[config.mk]
export PLATFORM = sky130hd
export DESIGN_NAME = sequence_generator
export DESIGN_NICKNAME = d
export VERILOG_FILES = /design/src/rtl/sequence_generator.sv
export SDC_FILE = /design/constraint.sdc
export NUM_CORES = 1
export LEC_CHECK = 0
export CORE_UTILIZATION = 32
export CTS_CLUSTER_SIZE = 28
export DETAILED_ROUTE_END_ITERATION = 16
export PLACE_DENSITY = 0.66
export RECOVER_POWER = 100
export SLEW_MARGIN = 20
export SYNTH_ARGS = -nofsm -noshare
export SYNTH_HDL_FRONTEND = slang
export SYNTH_SLANG_ARGS = --single-unit
[constraint.sdc]
create_clock -name clk -period 1.6 [get_ports clk]
set_input_delay 0.32 -clock clk [delete_from_list [all_inputs] [get_ports clk]]
set_output_delay 0.32 -clock clk [all_outputs]
set_load 0.005 [all_outputs]
[src/rtl/sequence_generator.sv]
// Serial pattern transmitter: shifts a latched W-bit pattern out MSB-first, repeats it
// a programmable number of times with idle gaps, then pulses done.
module sequence_generator #(
    parameter int unsigned PATTERN_WIDTH = 4,
    parameter int unsigned GAP_CYCLES    = 1
) (
    input  logic                     clk,
    input  logic                     reset,
    input  logic                     start,
    input  logic [PATTERN_WIDTH-1:0] pattern,
    input  logic [3:0]               repeat_count,
    output logic                     w,
    output logic                     w_valid,
    output logic                     busy,
    output logic                     done,
    output logic [1:0]               state_out
);

    localparam int unsigned BitCntW = $clog2(PATTERN_WIDTH);
    localparam logic [BitCntW-1:0] BitLast = BitCntW'(PATTERN_WIDTH - 1);
    localparam logic [3:0] GapLoad = (GAP_CYCLES > 0) ? 4'(GAP_CYCLES - 1) : 4'd0;

    typedef enum logic [1:0] {
        StIdle  = 2'b00,
        StShift = 2'b01,
        StGap   = 2'b10,
        StDone  = 2'b11
    } state_e;

    state_e                   state_q, state_d;
    logic [PATTERN_WIDTH-1:0] shift_q, shift_d;
    logic [PATTERN_WIDTH-1:0] hold_q, hold_d;
    logic [BitCntW-1:0]       bit_cnt_q, bit_cnt_d;
    logic [3:0]               rep_q, rep_d;
    logic [3:0]               gap_q, gap_d;

    always_ff @(posedge clk or negedge reset) begin
        if (!reset) begin
            state_q   <= StIdle;
            shift_q   <= '0;
            hold_q    <= '0;
            bit_cnt_q <= '0;
            rep_q     <= '0;
            gap_q     <= '0;
        end else begin
            state_q   <= state_d;
            shift_q   <= shift_d;
            hold_q    <= hold_d;
            bit_cnt_q <= bit_cnt_d;
            rep_q     <= rep_d;
            gap_q     <= gap_d;
        end
    end

    always_comb begin
        state_d   = state_q;
        shift_d   = shift_q;
        hold_d    = hold_q;
        bit_cnt_d = bit_cnt_q;
        rep_d     = rep_q;
        gap_d     = gap_q;
        unique case (state_q)
            StIdle: begin
                if (start && repeat_count != 4'd0) begin
                    shift_d   = pattern;
                    hold_d    = pattern;
                    rep_d     = repeat_count;
                    bit_cnt_d = BitLast;
                    state_d   = StShift;
                end
            end
            StShift: begin
                shift_d   = {shift_q[PATTERN_WIDTH-2:0], 1'b0};
                bit_cnt_d = bit_cnt_q - 1'b1;
                if (bit_cnt_q == '0) begin
                    rep_d     = rep_q - 4'd1;
                    bit_cnt_d = '0;
                    if (rep_q == 4'd1) begin
                        state_d = StDone;
                    end else if (GAP_CYCLES > 0) begin
                        state_d = StGap;
                        gap_d   = GapLoad;
                    end else begin
                        // No gap: reload immediately so repetitions run back-to-back.
                        shift_d   = hold_q;
                        bit_cnt_d = BitLast;
                    end
                end
            end
            StGap: begin
                gap_d = gap_q - 4'd1;
                if (gap_q == 4'd0) begin
                    gap_d     = '0;
                    shift_d   = hold_q;
                    bit_cnt_d = BitLast;
                    state_d   = StShift;
                end
            end
            StDone: begin
                state_d = StIdle;
            end
            default: begin
                state_d = StIdle;
            end
        endcase
    end

    // Moore outputs: decoded only from registered state.
    always_comb begin
        w         = (state_q == StShift) && shift_q[PATTERN_WIDTH-1];
        w_valid   = (state_q == StShift);
        busy      = (state_q == StShift) || (state_q == StGap);
        done      = (state_q == StDone);
        state_out = state_q;
    end

endmodule
==> results of run 1 <==
-- worst reg2reg max path, delay by kind of cell, from the launching register on --
kind            cells  cell delay [ns]
flops               1             0.40
fa+ha+maj           1             0.17
simple gates        1             0.16
buf+inv             2             0.26
compound gates      3             0.60
-- repair_timing --
| item | in CTS | in global routing |
|---|---|---|
| pin swaps | 4 | 4 |
| gates cloned | 1 | 0 |
| setup endpoints to repair | 23 | 21 |
| buffers inserted | 6 | 2 |
| gates resized for setup | 33 | 27 |
-- logic make-up after synthesis --
logic type	after synthesis	share of synthesized area (%)
fa+ha+maj	8	8.56
flops	20	42.8
buf+inv	15	5.45
compound gates	37	19.9
simple gates	35	16.0
mux	8	7.27
-- metal layers --
layer / vias up / track usage (%)
li1: 530 / -
met1: 530 / 19.0
met2: 18 / 32.1
met3: 0 / 4.93
met4: 0 / 3.20
met5: - / 0
-- area by class of cell --
cell class	instances	area [µm²]	area share, %
multi-input cells	88	737	41.7
flip-flops and latches	20	500	28.3
repair buffers	46	388	22.0
well taps	46	57.6	3.26
inverters	12	47.5	2.69
clock buffers	4	36.3	2.05
-- state kept, by name, summed over array words and instances, names as in the netlist --
signal and flops:
bit_cnt_q 2, gap_q 4, state_out 2, shift_q 4, rep_q 4, hold_q 4
-- worst max path at each step --
| stage | cells past startpoint | slack (ns) | end |
|---|---|---|---|
| global placement | 5 | -0.42 | hold_q[3] |
| floorplan | 6 | -0.003 | rep_q[2] |
| CTS | 7 | -0.1 | rep_q[2] |
| global route | 7 | -0.12 | rep_q[2] |
| finish | 7 | -0.06 | rep_q[2] |
| detailed placement | 5 | -0.47 | hold_q[2] |
-- power by group --
group	internal [mW]	switching (mW)
sequential	0.703	0.160
combinational	0.991	0.917
clock	0.139	0.168
total	1.83	1.24
-- metrics by stage --
step                      total power, mW  TNS (ns)  cells
final                                3.08    -0.107    216
after global routing                 3.34     -1.09    216
after CTS                            2.90    -0.252    214
after detailed placement             2.37     -6.37    203
after global placement               2.31     -5.52    203
after floorplan                      1.74  -0.00288    123
-- layout by cell type, fill, tap and decap left out, types with 2 or more instances in the layout --
cell type,instances
nor2_1,2
nand3b_1,3
inv_1,5
o21ai_0,13
nand3_1,3
a31oi_1,2
clkbuf_2,2
a22oi_1,2
o21ai_1,7
nor3b_4,2
clkdlybuf4s50_1,7
a21oi_2,5
inv_2,5
dfrtp_1,20
dlygate4sd2_1,5
clkbuf_4,3
mux2i_1,4
nand2_1,15
clkbuf_1,2
buf_6,7
mux2_2,3
buf_4,22
nand2b_1,2
ha_1,4
nor3_1,2
ha_4,4
==> results.tsv, run 1 <==
metric	value	unit
share of the synthesized area in the top cell type	42.8	%
outcome	complete, but fails checks	
diodes inserted	0	
FF-to-FF path depth	7	
most frequent cell after synthesis	dfrtp_1	
CP cell instances	buf_6 > ha_4 > buf_6 > nor3b_4 > o22ai_4 > o21ai_1 > a211o_1	
synth cell count leaders	20 x dfrtp_1, 17 x o21ai_0, 16 x nand2_1, 11 x inv_1, 8 x ha_1	
max_cap viols	0	
uppermost layer routed	met3	
routed wl met2	1.72	mm
worst path bufs/invs	2	
Hold Crit Class	primary input to flip-flop	
hold path endpoint	rep_q[3]	
pin count of the biggest net entering global routing	21	
r2r startpoint	state_out[0]	
CTS tree	done	
final hold violation count	0	
initial antenna violation count	0	
power density over the cells	1740	nW/µm²
Sink Count	20	
cell family with most CP delay	compound AO/OA/AOI/OAI gates	
Setup crit start kind	flip-flop	
Least-Margin Pin Slew	1.14	ns
chip width	62.5	µm
IO Pins	17	
WHS Path Cells	4	
RePlAce Congestion	0.795	
EDFF count, synth	0	
Yosys warnings	0	
GRT Total Usage	17.1	%
Slew Limit Headroom	23.8	%
final setup violation count	4	
Mapped Nets	142	
failing checks	negative setup slack	
vias per std cell	4.99	
synthesized instance count	123	
drc violations	0	
min Tclk post-route	1.66	ns
H-tree levels	1	
Fillers	319	
core area	3420	µm²
drt first pass iters	4	
count of cell types in the netlist	32	
Root Buffer	clkbuf_4	
slowest stage cell, crit path	dfrtp_1	
hold_sp	repeat_count[3]	
CP arrival	1.87	ns
GRT Residual Overflow	0	
Syn-to-layout area delta	51.0	%
final wirelength	3.15	mm
Die Ht	62.5	µm
Setup crit start	state_out[0]	
Leakage	0.792	nW
Initial Utilization	34.2	%
Critical Path RT	1.81	ns
setup ws final	-0.0569	ns
Clock Skew	0.0137	ns
critical-path maximum fanout	8	
ys async rst share	100	%
Detailed Place HPWL	2.11	mm
Bufs on Longest Clock Path	2	
max frequency	604	MHz
Worst path most repeated cell	buf_6	
synth top area cells	dfrtp_1 43%, ha_1 8.6%, o21ai_0 7.3%, nand2_1 5.1%, mux2_2 3.9%	
Most used DFF post-synth	dfrtp_1	
first-pass GRT wire length	5.28	mm
RSZ-0062 raised after global routing	yes	
Peak VDD IR	949	µV
Crit. End Element	flip-flop	
share of cells above drive strength 1	38.2	%
Vias	1078	
hold_buf cts	0	
met3 WL	102	µm
final core area utilization	51.7	%
DRT met1 WL	1.33	mm
clk_lat worst skew	0.31	ns
DR WL/cell	14.6	µm
vias in the first global route	1143	
Setup CP Type	flip-flop to flip-flop	
Place WS	-0.473	ns
clk slew on worst S/H paths	0.13	ns
Die ar.	3900	µm²
final hold slack	0.429	ns
Port Buffer Count	16	
placed inst area	1540	µm²
CTS buffer count	3	
Largest stage delay, worst path	0.40	ns
Nets	190	
remaining antenna violation count	0	
Final Cell Area	1770	µm²
period utilization	104	%
flops & latches, synth	20	
Syn Std Cell Area	1170	µm²
R2R Setup Slk	-0.06	ns
FF-to-FF End	rep_q[2]	
num rows	21	
DRT iter0 DRCs	49	
count of pins over their slew limit	0	
Mapped Avg Cell Area	9.51	µm²
part of the Yosys area used for sequential elements	42.8	%
cell taking the most area after synthesis	dfrtp_1	
(Power assumes the default switching activity.)
==> inputs of run 2 (changes only) <==
CELL_PAD_IN_SITES_DETAIL_PLACEMENT = 0   (was not set)
CELL_PAD_IN_SITES_GLOBAL_PLACEMENT = 1   (was not set)
PLACE_DENSITY = 0.78   (was 0.66)
==> run 2 against run 1 <==
Against the previous run: the flow still finishes with violations (negative setup slack); critical path type unchanged; worst hold slack improved by 0.032 ns; register-to-register slack got worse by 0.04 ns; critical endpoint unchanged; cell area increased by 1.5%; largest cell class unchanged; count of clock-buffer cells in the layout decreased by 1; core utilization increased by 0.77 points; worst setup slack got worse by 0.036 ns; die area unchanged; flip-flop and latch count unchanged; clock power decreased by 20%; global-route usage decreased by 1.8 points; sequential share of layout area decreased by 0.35 points.
==> results.tsv, run 2 (synthesis gave the netlist of run 1 again) <==
metric	value	unit
Bufs on Longest Clock Path	2	
drt first pass iters	4	
placed inst area	1550	µm²
Vias	1078	
Clock Skew	0.00439	ns
Comb power frac	64.6	%
CTS buffer count	3	
drc violations	0	
Crit. End Element	flip-flop	
Fillers	312	
Root Buffer	clkbuf_4	
num rows	21	
final hold violation count	0	
DR WL/cell	13.3	µm
CTS tree	done	
vias per std cell	4.90	
Flop pwr share	27.6	%
period utilization	106	%
Hold Crit Class	primary input to flip-flop	
Die Ht	62.5	µm
clk slew on worst S/H paths	0.11	ns
H-tree levels	1	
Die ar.	3900	µm²
diodes inserted	0	
vias in the first global route	1083	
RePlAce Congestion	0.820	
Syn-to-layout area delta	53.3	%
Switching Share	39.5	%
Setup crit start kind	flip-flop	
power density over the cells	1770	nW/µm²
slowest stage cell, crit path	dfrtp_1	
CP arrival	1.89	ns
P_int	1.92	mW
IO Pins	17	
Largest stage delay, worst path	0.40	ns
commonest non-fill, non-tap cell in the layout	buf_4	
max_cap viols	0	
Detailed Place HPWL	2.03	mm
Final Cell Area	1790	µm²
GRT Residual Overflow	0	
setup ws final	-0.0926	ns
pin count of the biggest net entering global routing	21	
NetSw	1.25	mW
Least-Margin Pin Slew	0.514	ns
final wirelength	2.94	mm
first-pass GRT wire length	4.78	mm
Initial Utilization	34.2	%
min Tclk post-route	1.69	ns
count of pins over their slew limit	0	
Place WS	-0.436	ns
initial antenna violation count	0	
max frequency	591	MHz
final setup violation count	6	
chip width	62.5	µm
CP cell instances	inv_2 > ha_4 > buf_6 > buf_6 > and2b_2 > o22ai_4 > o21ai_1 > a211o_1	
clk_lat worst skew	0.31	ns
critical-path maximum fanout	6	
Port Buffer Count	16	
Critical Path RT	1.80	ns
GRT Total Usage	15.3	%
share of cells above drive strength 1	41.4	%
final core area utilization	52.5	%
DRT iter0 DRCs	54	
Setup CP Type	flip-flop to flip-flop	
Nets	195	
most frequent cells in the layout	25 x buf_4, 19 x dfrtp_1, 15 x nand2_1, 12 x o21ai_1	
remaining antenna violation count	0	
Leakage	0.801	nW
RSZ-0062 raised after global routing	yes	
Sink Count	20	
Slew Limit Headroom	65.7	%
Peak VDD IR	890	µV
Worst path most repeated cell	buf_6	
outcome	complete, but fails checks	
core area	3420	µm²
failing checks	negative setup slack	
part of the power in the clock network	7.7	%
run 2: worst max-delay path, delay by kind of cell, from the launching register on:
family	cells	cell delay (ns)
adder cells (fa/ha/maj)	1	0.13
AO/OA/AOI/OAI	3	0.55
AND/OR/NAND/NOR	1	0.23
flip-flops	1	0.40
buffers and inverters	3	0.26
run 2: stage by stage:
step	hold WS, ns	total power, mW	cells	setup TNS (ns)
2_1_floorplan	0.0244	1.74	123	-0.00288
3_3_place_gp	0.459	2.34	205	-4.94
3_5_place_dp	0.463	2.39	205	-5.69
4_1_cts	0.358	2.98	216	-0.437
5_1_grt	0.485	3.42	220	-0.885
6_report	0.461	3.18	220	-0.254
run 2: power by group through the flow:
stage               combinational (mW)  sequential [mW]  clock [mW]
floorplan                        0.901            0.843           0
global placement                  1.49            0.849           0
detailed placement                1.52            0.864           0
CTS                               1.87            0.859       0.249
global route                      2.24            0.901       0.272
finish                            2.05            0.878       0.246
run 2: final cells by class:
class                           instances  area [µm²]  share of cell area, %
Inverter                               12        47.5                   2.65
Sequential cell                        20         502                   28.0
Multi-Input combinational cell         88         741                   41.3
Tap cell                               46        57.6                   3.21
Clock buffer                            3        22.5                   1.26
Timing Repair Buffer                   51         423                   23.6
run 2: final timing paths:
check                                     start           end  slack [ns]  cells after the start
worst max-delay path               state_out[1]      rep_q[2]       -0.09                      8
worst min-delay path            repeat_count[1]      rep_q[1]        0.46                      3
worst max register to register     state_out[1]      rep_q[2]       -0.09                      8
worst min register to register       shift_q[3]    shift_q[3]        0.49                      2
max in group asynchronous                 reset  state_out[0]        0.73                      2
min in group asynchronous                 reset      gap_q[2]        0.50                      2
run 2: what timing repair did:
item / 4_1_cts / 5_1_grt
hold buffers: 0 / 0
buffers inserted: 8 / 6
endpoints found under the setup margin: 23 / 21
gates resized for setup: 40 / 27
endpoints found under the hold margin: 0 / 0
pin swaps: 8 / 13
gates cloned: 0 / 1
run 2: metal layers:
| layer | vias up | global-route usage [%] | routed length, µm |
|---|---|---|---|
| li1 | 541 | - | - |
| met1 | 522 | 18.3 | 1280 |
| met2 | 11 | 28.1 | 1570 |
| met3 | 4 | 2.19 | 53 |
| met4 | 0 | 4.36 | 34 |
| met5 | - | 0 | 0 |
